==> config.mk <==
export PLATFORM = sky130hd
export DESIGN_NAME = imem_loader
export DESIGN_NICKNAME = d
export VERILOG_FILES = /design/src/rtl/imem_loader_pkg.sv /design/src/rtl/imem_loader_word_packer.sv /design/src/rtl/imem_loader.sv
export SDC_FILE = /design/constraint.sdc
export NUM_CORES = 1
export LEC_CHECK = 0
export CAP_MARGIN = 10
export CORE_MARGIN = 5
export CORE_UTILIZATION = 49
export CTS_BUF_LIST = sky130_fd_sc_hd__clkbuf_4
export DETAILED_ROUTE_END_ITERATION = 10
export GPL_ROUTABILITY_DRIVEN = 0
export PLACE_DENSITY = 0.73
export SLEW_MARGIN = 20
export SYNTH_ARGS = -nofsm -noshare
export SYNTH_HDL_FRONTEND = slang
export SYNTH_SLANG_ARGS = --single-unit
==> constraint.sdc <==
create_clock -name clk -period 7.9 [get_ports clk]
set_input_delay 2.37 -clock clk [delete_from_list [all_inputs] [get_ports clk]]
set_output_delay 2.37 -clock clk [all_outputs]
set_load 0.01 [all_outputs]
==> src/rtl/imem_loader_pkg.sv <==
// Shared definitions for the instruction-memory loader: state encodings and word geometry.
package imem_loader_pkg;

  localparam int WORD_BYTES = 4;
  localparam int BCNT_W     = $clog2(WORD_BYTES);

  typedef enum logic [2:0] {
    S_IDLE = 3'd0,
    S_HDR0 = 3'd1,
    S_HDR1 = 3'd2,
    S_DATA = 3'd3,
    S_CHK  = 3'd4,
    S_DONE = 3'd5
  } state_t;

endpackage

==> src/rtl/imem_loader_word_packer.sv <==
// word_packer: collects bytes LSB-first into a 32-bit word. The finished word is
// latched into its own output register together with a one-cycle word_valid, so
// the next word can start packing on the very next byte.
module word_packer
  import imem_loader_pkg::*;
(
  input  logic              clk,
  input  logic              rst_n,
  input  logic              clr,
  input  logic              in_valid,
  input  logic [7:0]        in_data,
  output logic [BCNT_W-1:0] cnt,
  output logic              word_valid,
  output logic [31:0]       word
);

  logic [23:0] acc;

  // byte counter, partial-word accumulator and finished-word register
  always_ff @(posedge clk or negedge rst_n) begin
    if (!rst_n) begin
      cnt        <= '0;
      acc        <= '0;
      word_valid <= 1'b0;
      word       <= '0;
    end else if (clr) begin
      cnt        <= '0;
      acc        <= '0;
      word_valid <= 1'b0;
    end else begin
      word_valid <= 1'b0;
      if (in_valid) begin
        cnt <= cnt + 1'b1;
        case (cnt)
          2'd0:    acc[7:0]   <= in_data;
          2'd1:    acc[15:8]  <= in_data;
          2'd2:    acc[23:16] <= in_data;
          default: begin
            word       <= {in_data, acc};
            word_valid <= 1'b1;
          end
        endcase
      end
    end
  end

endmodule

==> src/rtl/imem_loader.sv <==
// imem_loader: receives a framed byte stream (N_lo, N_hi, 4*N data bytes
// [, XOR checksum]) and writes the packed little-endian words to the
// instruction memory at byte addresses 0, 4, 8, ...
// Optional feature macro: CHECKSUM_EN adds a trailing XOR checksum byte.
module imem_loader
  import imem_loader_pkg::*;
#(
  parameter int DEPTH = 64,
  parameter int CNT_W = 16
) (
  input  logic        clk,
  input  logic        rst_n,
  input  logic        start,
  input  logic [7:0]  rx_data,
  input  logic        rx_valid,
  output logic        rx_ready,
  output logic        we,
  output logic [31:0] wa,
  output logic [31:0] wd,
  output logic        busy,
  output logic        done,
  output logic        err
);

  localparam logic [CNT_W:0]       DEPTH_C = (CNT_W+1)'(DEPTH);
  localparam logic [BCNT_W-1:0]    LAST_B  = BCNT_W'(WORD_BYTES-1);
`ifdef CHECKSUM_EN
  localparam state_t S_END = S_CHK;
`else
  localparam state_t S_END = S_DONE;
`endif

  state_t            state, state_nxt;
  logic              go, xfer, last_byte, last_word;
  logic [7:0]        cnt_lo;
  logic [CNT_W-1:0]  hdr, n_words, idx;
  logic              in_range_q, err_q;
  logic [31:0]       wa_q;
  logic [BCNT_W-1:0] bcnt;
  logic              word_valid;
  logic [31:0]       word;

  assign rx_ready  = (state == S_HDR0) || (state == S_HDR1) || (state == S_DATA) || (state == S_CHK);
  assign busy      = rx_ready;
  assign done      = (state == S_DONE);
  assign go        = start && ((state == S_IDLE) || (state == S_DONE));
  assign xfer      = rx_valid && rx_ready;
  assign hdr       = CNT_W'({rx_data, cnt_lo});
  assign last_byte = xfer && (state == S_DATA) && (bcnt == LAST_B);
  assign last_word = (idx == n_words - 1'b1);

  word_packer u_pack (
    .clk        (clk),
    .rst_n      (rst_n),
    .clr        (go),
    .in_valid   (xfer && (state == S_DATA)),
    .in_data    (rx_data),
    .cnt        (bcnt),
    .word_valid (word_valid),
    .word       (word)
  );

  // out-of-range words are packed but their write pulse is masked
  assign we = word_valid && in_range_q;
  assign wa = wa_q;
  assign wd = word;

  // state register
  always_ff @(posedge clk or negedge rst_n) begin
    if (!rst_n) state <= S_IDLE;
    else        state <= state_nxt;
  end

  // next-state logic: frame sequencing driven by accepted bytes
  always_comb begin
    state_nxt = state;
    case (state)
      S_IDLE, S_DONE: if (start) state_nxt = S_HDR0;
      S_HDR0:         if (xfer) state_nxt = S_HDR1;
      S_HDR1:         if (xfer) state_nxt = (hdr == '0) ? S_END : S_DATA;
      S_DATA:         if (last_byte && last_word) state_nxt = S_END;
`ifdef CHECKSUM_EN
      S_CHK:          if (xfer) state_nxt = S_DONE;
`endif
      default:        state_nxt = S_IDLE;
    endcase
  end

  // header capture, word index, write address and range/overflow flags
  always_ff @(posedge clk or negedge rst_n) begin
    if (!rst_n) begin
      cnt_lo     <= '0;
      n_words    <= '0;
      idx        <= '0;
      in_range_q <= 1'b0;
      err_q      <= 1'b0;
      wa_q       <= '0;
    end else if (go) begin
      n_words    <= '0;
      idx        <= '0;
      in_range_q <= 1'b0;
      err_q      <= 1'b0;
    end else if (xfer) begin
      case (state)
        S_HDR0: cnt_lo <= rx_data;
        S_HDR1: begin
          n_words <= hdr;
          if ({1'b0, hdr} > DEPTH_C) err_q <= 1'b1;
        end
        S_DATA: if (bcnt == LAST_B) begin
          in_range_q <= ({1'b0, idx} < DEPTH_C);
          wa_q       <= 32'({idx, 2'b00});
          idx        <= idx + 1'b1;
        end
        default: ;
      endcase
    end
  end

`ifdef CHECKSUM_EN
  logic [7:0] xsum;
  logic       chk_err;

  // running XOR over header and data bytes, compared with the trailing byte
  always_ff @(posedge clk or negedge rst_n) begin
    if (!rst_n) begin
      xsum    <= '0;
      chk_err <= 1'b0;
    end else if (go) begin
      xsum    <= '0;
      chk_err <= 1'b0;
    end else if (xfer) begin
      if (state == S_CHK) chk_err <= (rx_data != xsum);
      else                xsum    <= xsum ^ rx_data;
    end
  end

  assign err = err_q | chk_err;
`else
  assign err = err_q;
`endif

endmodule

# Word-level counts from Yosys, hierarchy flattened
# Index checks and enable logic that the tools add are counted.
# Widths: inputs -> output; s select.
word_totals:
  ff_bits: 120
classes:
  bitwise_logic: 2
  order_cmp: 2
  addsub: 3
  reduce_logical: 34
  n_eq_ne: 13
  n_mux: 31
ops:
  columns: ["op", "count"]
  rows:
  - ["$mux 16", 7]
  - ["$mux 24", 2]
  - ["$mux 8", 3]
  - ["$reduce_bool 2->1", 9]
  - ["$add 16x1->16 const B", 1]
  - ["$eq 16x16->1", 1]
  - ["$gt 16x7->1 const B", 1]
  - ["$logic_not 16->1", 1]
  - ["$lt 16x7->1 const B", 1]
  - ["$sub 16x1->16 const B", 1]
  - ["$mux 3", 5]
  - ["$pmux 3 s4", 1]
  - ["$reduce_and 3->1", 4]
  - ["$mux 1", 11]
  - ["$reduce_and 2->1", 4]
  - ["$reduce_and 4->1", 2]
  - ["$eq 3x2->1 const B", 2]
  - ["$eq 3x3->1 const B", 2]
  - ["$logic_and 1x1->1", 6]
  - ["$ne 2x2->1 const B", 3]
  - ["$eq 2x2->1 const B", 2]
  - ["$logic_or 1x1->1", 4]
  - ["$mux 2", 2]
  - ["$eq 3x1->1 const B", 1]
  - ["8 further kinds", 9]

# Longest topological paths before layout
logic_depth:
  depth_word: 10
  depth_mapped: 9
  mapped_depth_nobuf: 8

# Modules after synthesis
# Synthesis repeated with hierarchy kept, for this count alone.
unflattened:
  hier_cells: 586
  area_unflattened_um2: 6059.6
modules_own_cells:
  columns: ["mod", "n_inst", "cells_each", "area_per_inst_um2"]
  rows:
  - ["imem_loader", 1, 393, 3422.0]
  - ["word_packer", 1, 193, 2637.5]

# Worst setup path after synthesis
# Ideal clock, no wire load.
synth_timing:
  kind: "input port to flip-flop"
  from: "in rx_valid"
  to: "reg state[2]"
  setup_time_ns: 0.082
  stages: 8
  t_arrival_ns: 4.249
  required_ns: 7.818
  path_slack_ns: 3.570
  cell_sequence: "and4b_1 > clkbuf_1 > and2_1 > clkbuf_8 > nand3_1 > or4_1 > or4_1 > a31oi_1"
synth_between:
  elab_chain_cells: 6
synth_lines:
  columns: ["element", "line_no", "source"]
  rows:
  - ["start: declaration", "imem_loader.sv:15", "input logic rx_valid,"]
  - ["$logic_and 1x1->1 *", "imem_loader.sv:47", "assign xfer = rx_valid && rx_ready;"]
  - ["$logic_and 1x1->1 (2 in series)", "imem_loader.sv:49", "assign last_byte = xfer && (state == S_DATA) && (bcnt == LAST_B);"]
  - ["$logic_and 1x1->1", "imem_loader.sv:81", "S_DATA: if (last_byte && last_word) state_nxt = S_END;"]
  - ["$ne 2x1->1 (no source line)", null, null]
  - ["$reduce_and 4->1 (no source line) *", null, null]
  - ["end signal: assignment", "imem_loader.sv:71", "else state <= state_nxt;"]
  - ["end: declaration", "imem_loader.sv:33", "state_t state, state_nxt;"]
# Mark *: on every way between the ends. The rest lies on a longest branch, timed or not.
# A chain may end at the register's enable or synchronous reset.

# Final worst setup path
# Same ends and word-level chain as after synthesis.

==> qor.log <==
INFO  hold_path      holdCritPathClass=reg2reg
INFO  floorplanning  ioPinCount=81
INFO  drt            vias=4,422
INFO  timing         slew_viol_final=0
INFO  worst_setup_path cp_cell_sequence=clkdlybuf4s50_1 > and4b_1 > buf_4 > and2_1 > nand3_1 > or4_1 > or4_1 > a31oi_1
INFO  yosys          synth_edf_count=0
INFO  floorplanning  die_w=118um
INFO  grt            globalRouteTotalUtil=19.4%
INFO  yosys          synth-simple-area-share=20.0%
INFO  status         run_status=finished, final reports clean
INFO  power          power.density=301mW/mm^2
INFO  grt            globalRoute.totalOverflow=0
INFO  clock_network  cts_resized=0
INFO  timing         worst_slew_margin_rel=35.8%
INFO  clock_network  path_clk_slew=0.11ns
INFO  cells_and_area post_route_cells_drive_above_1_share=13.0%
INFO  worst_setup_path critical-path-top-cell-by-count=sky130_fd_sc_hd__or4_1
INFO  yosys          multiplexer_share_of_the_synthesized_area=8.37%
INFO  cells_and_area multi_input_comb_area=0.00251mm^2
INFO  timing         grt_setup_unrepaired=false
INFO  timing         clock_skew=0.0119ns
INFO  cells_and_area final_util=58.3%
INFO  place          post_detail_place_hpwl=8.84mm
INFO  worst_setup_path crit_path_start_kind=primary input
INFO  floorplanning  design.die.area=0.0140mm^2
INFO  job            drv.max_cap_violation_count=0
INFO  worst_setup_path cp-end-kind=flop
INFO  power          power_leakage=3.06nW
INFO  cells_and_area seq_cell_area=0.00300mm^2
INFO  cells_and_area synthToLayoutAreaGrowth=16.4%
INFO  worst_setup_path max_stage_delay=0.73ns
INFO  worst_setup_path path_buf_inv=2
INFO  timing         report.final.hold_viol_count=0
INFO  timing         fin_tns_setup=0ns
INFO  clock_network  clock_latency=0.53ns
INFO  yosys          post_synth_instance_area=0.00574mm^2
INFO  timing         final.period_utilization=66.2%
INFO  floorplanning  fp-row-count=39
INFO  worst_setup_path cp_slowest_cell=sky130_fd_sc_hd__and2_1
INFO  drt            route.detailed.drc=0
INFO  floorplanning  die_y=118um
INFO  worst_setup_path worstPathRequired=8.36ns
INFO  worst_setup_path cp_top_family=simple AND/OR/NAND/NOR gates
INFO  yosys          ys_seq_elements=120
INFO  floorplanning  core_area=0.0115mm^2
INFO  power          ir_worst_vdd=0.191mV
INFO  timing         timing.final.crit_period=5.23ns
INFO  floorplanning  initial_cell_density_of_the_core=50.1%
INFO  yosys          synth_sequential_area_ratio=52.3%
INFO  yosys          fraction_of_the_mapped_netlist_area_in_adder_cells=1.53%
INFO  yosys          ys_dominant_reg_cell=sky130_fd_sc_hd__dfrtp_1
INFO  yosys          largest_family_of_logic_cells_by_synthesized_area=simple AND/OR/NAND/NOR gates
INFO  timing         timing.final.setup_violations=0
INFO  worst_setup_path timing.critical_path.arrival=5.69ns
INFO  cells_and_area n_antenna_cell=0
INFO  worst_setup_path path_max_fanout=34
INFO  yosys          synth_cell_types=53
INFO  grt            grt_pass1_wl=22.1mm
INFO  drt            dr.pass1.iters=5
INFO  yosys          yosysWarnings=0
INFO  drt            routed_wire_per_std_cell=16.3um
INFO  clock_network  cts_buffer_depth=2
INFO  clock_network  cts_hold_repair.buffers=0
INFO  clock_network  clock_tree.root_cell=sky130_fd_sc_hd__clkbuf_4
INFO  worst_setup_path timing_worst_setup_path_type=in2reg
INFO  place          io_buffer_count=64
INFO  yosys          synth_compound_gate_area_share=8.08%
INFO  yosys          postSynth.asyncResetShare=100%
INFO  yosys          postSynthAreaPerCell=9.73um^2
INFO  drt            drtAntennaViolNets=0
INFO  clock_network  htreeDepth=4
INFO  clock_network  clkSinkCount=120
INFO  grt            via_count_of_the_first_global_routing_pass=4,426
INFO  grt            grt_max_degree=79
INFO  drt            drt_first_iter_violations=278
INFO  yosys          synth-xor-area-share=4.42%
INFO  clock_network  post-cts-setup-buffers=0
INFO  drt            routed_via_density=5.56
INFO  grt            antenna_found_initial=0
INFO  timing         fmax=191MHz
INFO  cells_and_area final.fill_count=1,007
INFO  drt            drt-total-wl=12.9mm
INFO  yosys          netlist_instances=590
INFO  timing         worst_pin_slew=0.963ns
INFO  clock_network  tritoncts=yes
INFO  clock_network  cts_made_buffers=17
INFO  cells_and_area num-nets-final=660
[cell usage in the layout, fill, tap and decap left out, types with 3 or more instances in the layout]
| cell type | n |
|---|---|
| sky130_fd_sc_hd__a21oi_1 | 49 |
| sky130_fd_sc_hd__and2_1 | 3 |
| sky130_fd_sc_hd__and3_1 | 3 |
| sky130_fd_sc_hd__buf_4 | 5 |
| sky130_fd_sc_hd__bufinv_16 | 3 |
| sky130_fd_sc_hd__clkbuf_4 | 17 |
| sky130_fd_sc_hd__clkdlybuf4s50_1 | 63 |
| sky130_fd_sc_hd__clkinv_2 | 6 |
| sky130_fd_sc_hd__clkinvlp_4 | 4 |
| sky130_fd_sc_hd__conb_1 | 16 |
| sky130_fd_sc_hd__dfrtp_1 | 120 |
| sky130_fd_sc_hd__ha_1 | 7 |
| sky130_fd_sc_hd__inv_1 | 9 |
| sky130_fd_sc_hd__mux2_2 | 40 |
| sky130_fd_sc_hd__mux2i_1 | 3 |
| sky130_fd_sc_hd__nand2_1 | 127 |
| sky130_fd_sc_hd__nand3_1 | 38 |
| sky130_fd_sc_hd__nand4_1 | 4 |
| sky130_fd_sc_hd__nor2_1 | 31 |
| sky130_fd_sc_hd__nor3_1 | 7 |
| sky130_fd_sc_hd__nor3b_1 | 3 |
| sky130_fd_sc_hd__nor4_1 | 8 |
| sky130_fd_sc_hd__o21ai_0 | 17 |
| sky130_fd_sc_hd__or4_1 | 4 |
| sky130_fd_sc_hd__xnor2_1 | 16 |
| sky130_fd_sc_hd__xor2_1 | 13 |
[cell families (layout without fill, tap and decap cells)]
logic type / after synthesis / count (layout)
AO/OA/AOI/OAI: 83 / 83
multiplexers: 43 / 43
AND/OR/NAND/NOR: 247 / 247
XOR/XNOR: 29 / 29
buffers and inverters: 60 / 108
flip-flops: 120 / 120
other: 1 / 16
adder cells (fa/ha/maj): 7 / 7
[registers in the layout, summed over array words and instances (netlist names), 2 cells and up]
name         count
state            3
n_words         16
idx             16
cnt_lo           8
u_pack.acc      24
wa              16
u_pack.word     32
u_pack.cnt       2
[stage by stage]
step           power [W]  setup WS (ns)  std cells  hold slack [ns]  instance area (um^2)
2_1_floorplan    0.00138           3.57        605            0.474                  5800
3_3_place_gp     0.00154           2.32        765            0.457                  6390
3_5_place_dp     0.00157           2.18        765            0.463                  6390
4_1_cts          0.00202           2.75        796            0.488                  6670
5_1_grt          0.00216           2.56        796            0.512                  6680
6_report         0.00201           2.67        796            0.482                  6680
[routing by layer]
metal  up-vias  share of wire [%]  GRT usage [%]
li1       2083                  -              -
met1      2179                 44           24.9
met2       135                 48           30.5
met3        25                6.1           6.02
met4         0                2.0           8.17
met5         -                  0              0
[worst paths after layout]
path	from	slack, ns	depth (start not counted)	to
worst min-delay path	wa[14]	0.48	2	wa[14]
worst min register to register	wa[14]	0.48	2	wa[14]
worst max register to register	state[2]	4.42	7	state[2]
max in group asynchronous	rst_n	4.69	2	u_pack.word[0]
min in group asynchronous	rst_n	1.82	1	wa[11]
worst max-delay path	rx_valid	2.67	8	state[2]
[power breakdown]
part	internal [W]	total (W)	switching, W	leakage [nW]
registers	0.000720	0.000849	0.000130	1.64
clock network	0.000214	0.000447	0.000233	0.149
logic	0.000329	0.000718	0.000389	1.27
[worst register-to-register path, delay by kind of cell (launching register included)]
kind,cells,cell delay (ns)
flops,1,0.52
simple gates,5,2.38
compound gates,1,0.17
buf+inv,1,0.34
[synth_stat cells (2+ instances only)]
cell	n	share of area [%]
sky130_fd_sc_hd__nand2_1	127	8.3
sky130_fd_sc_hd__dfrtp_1	120	52
sky130_fd_sc_hd__a21oi_1	49	4.3
sky130_fd_sc_hd__mux2_2	40	7.8
sky130_fd_sc_hd__nand3_1	38	3.3
sky130_fd_sc_hd__nor2_1	32	2.1
sky130_fd_sc_hd__clkbuf_1	29	1.9
sky130_fd_sc_hd__buf_4	17	2.2
sky130_fd_sc_hd__o21ai_0	17	1.5
sky130_fd_sc_hd__xnor2_1	16	2.4
sky130_fd_sc_hd__xor2_1	13	2.0
sky130_fd_sc_hd__inv_1	9	0.59
sky130_fd_sc_hd__nor4_1	8	0.87
sky130_fd_sc_hd__ha_1	7	1.5
sky130_fd_sc_hd__nor3_1	7	0.61
sky130_fd_sc_hd__nand4_1	4	0.44
sky130_fd_sc_hd__or4_1	4	0.52
sky130_fd_sc_hd__and2_1	3	0.33
sky130_fd_sc_hd__and3_1	3	0.33
sky130_fd_sc_hd__buf_1	3	0.20
sky130_fd_sc_hd__mux2i_1	3	0.52
sky130_fd_sc_hd__nor3b_1	3	0.39
sky130_fd_sc_hd__a211oi_1	2	0.26
sky130_fd_sc_hd__nand2b_1	2	0.22
sky130_fd_sc_hd__nand4b_1	2	0.31
sky130_fd_sc_hd__nor2b_1	2	0.22
sky130_fd_sc_hd__o211ai_1	2	0.26
sky130_fd_sc_hd__o22ai_1	2	0.22
sky130_fd_sc_hd__or3b_2	2	0.31
[final cells by class]
| class | count | share of cell area (%) |
|---|---|---|
| clock buffer | 17 | 1.91 |
| clock inverter | 14 | 2.38 |
| inverter | 9 | 0.506 |
| multi-input combinational | 425 | 37.6 |
| sequential | 120 | 44.9 |
| tap | 143 | 2.68 |
| timing repair buffer | 68 | 10.0 |
Power figures use the tool's default switching activity.
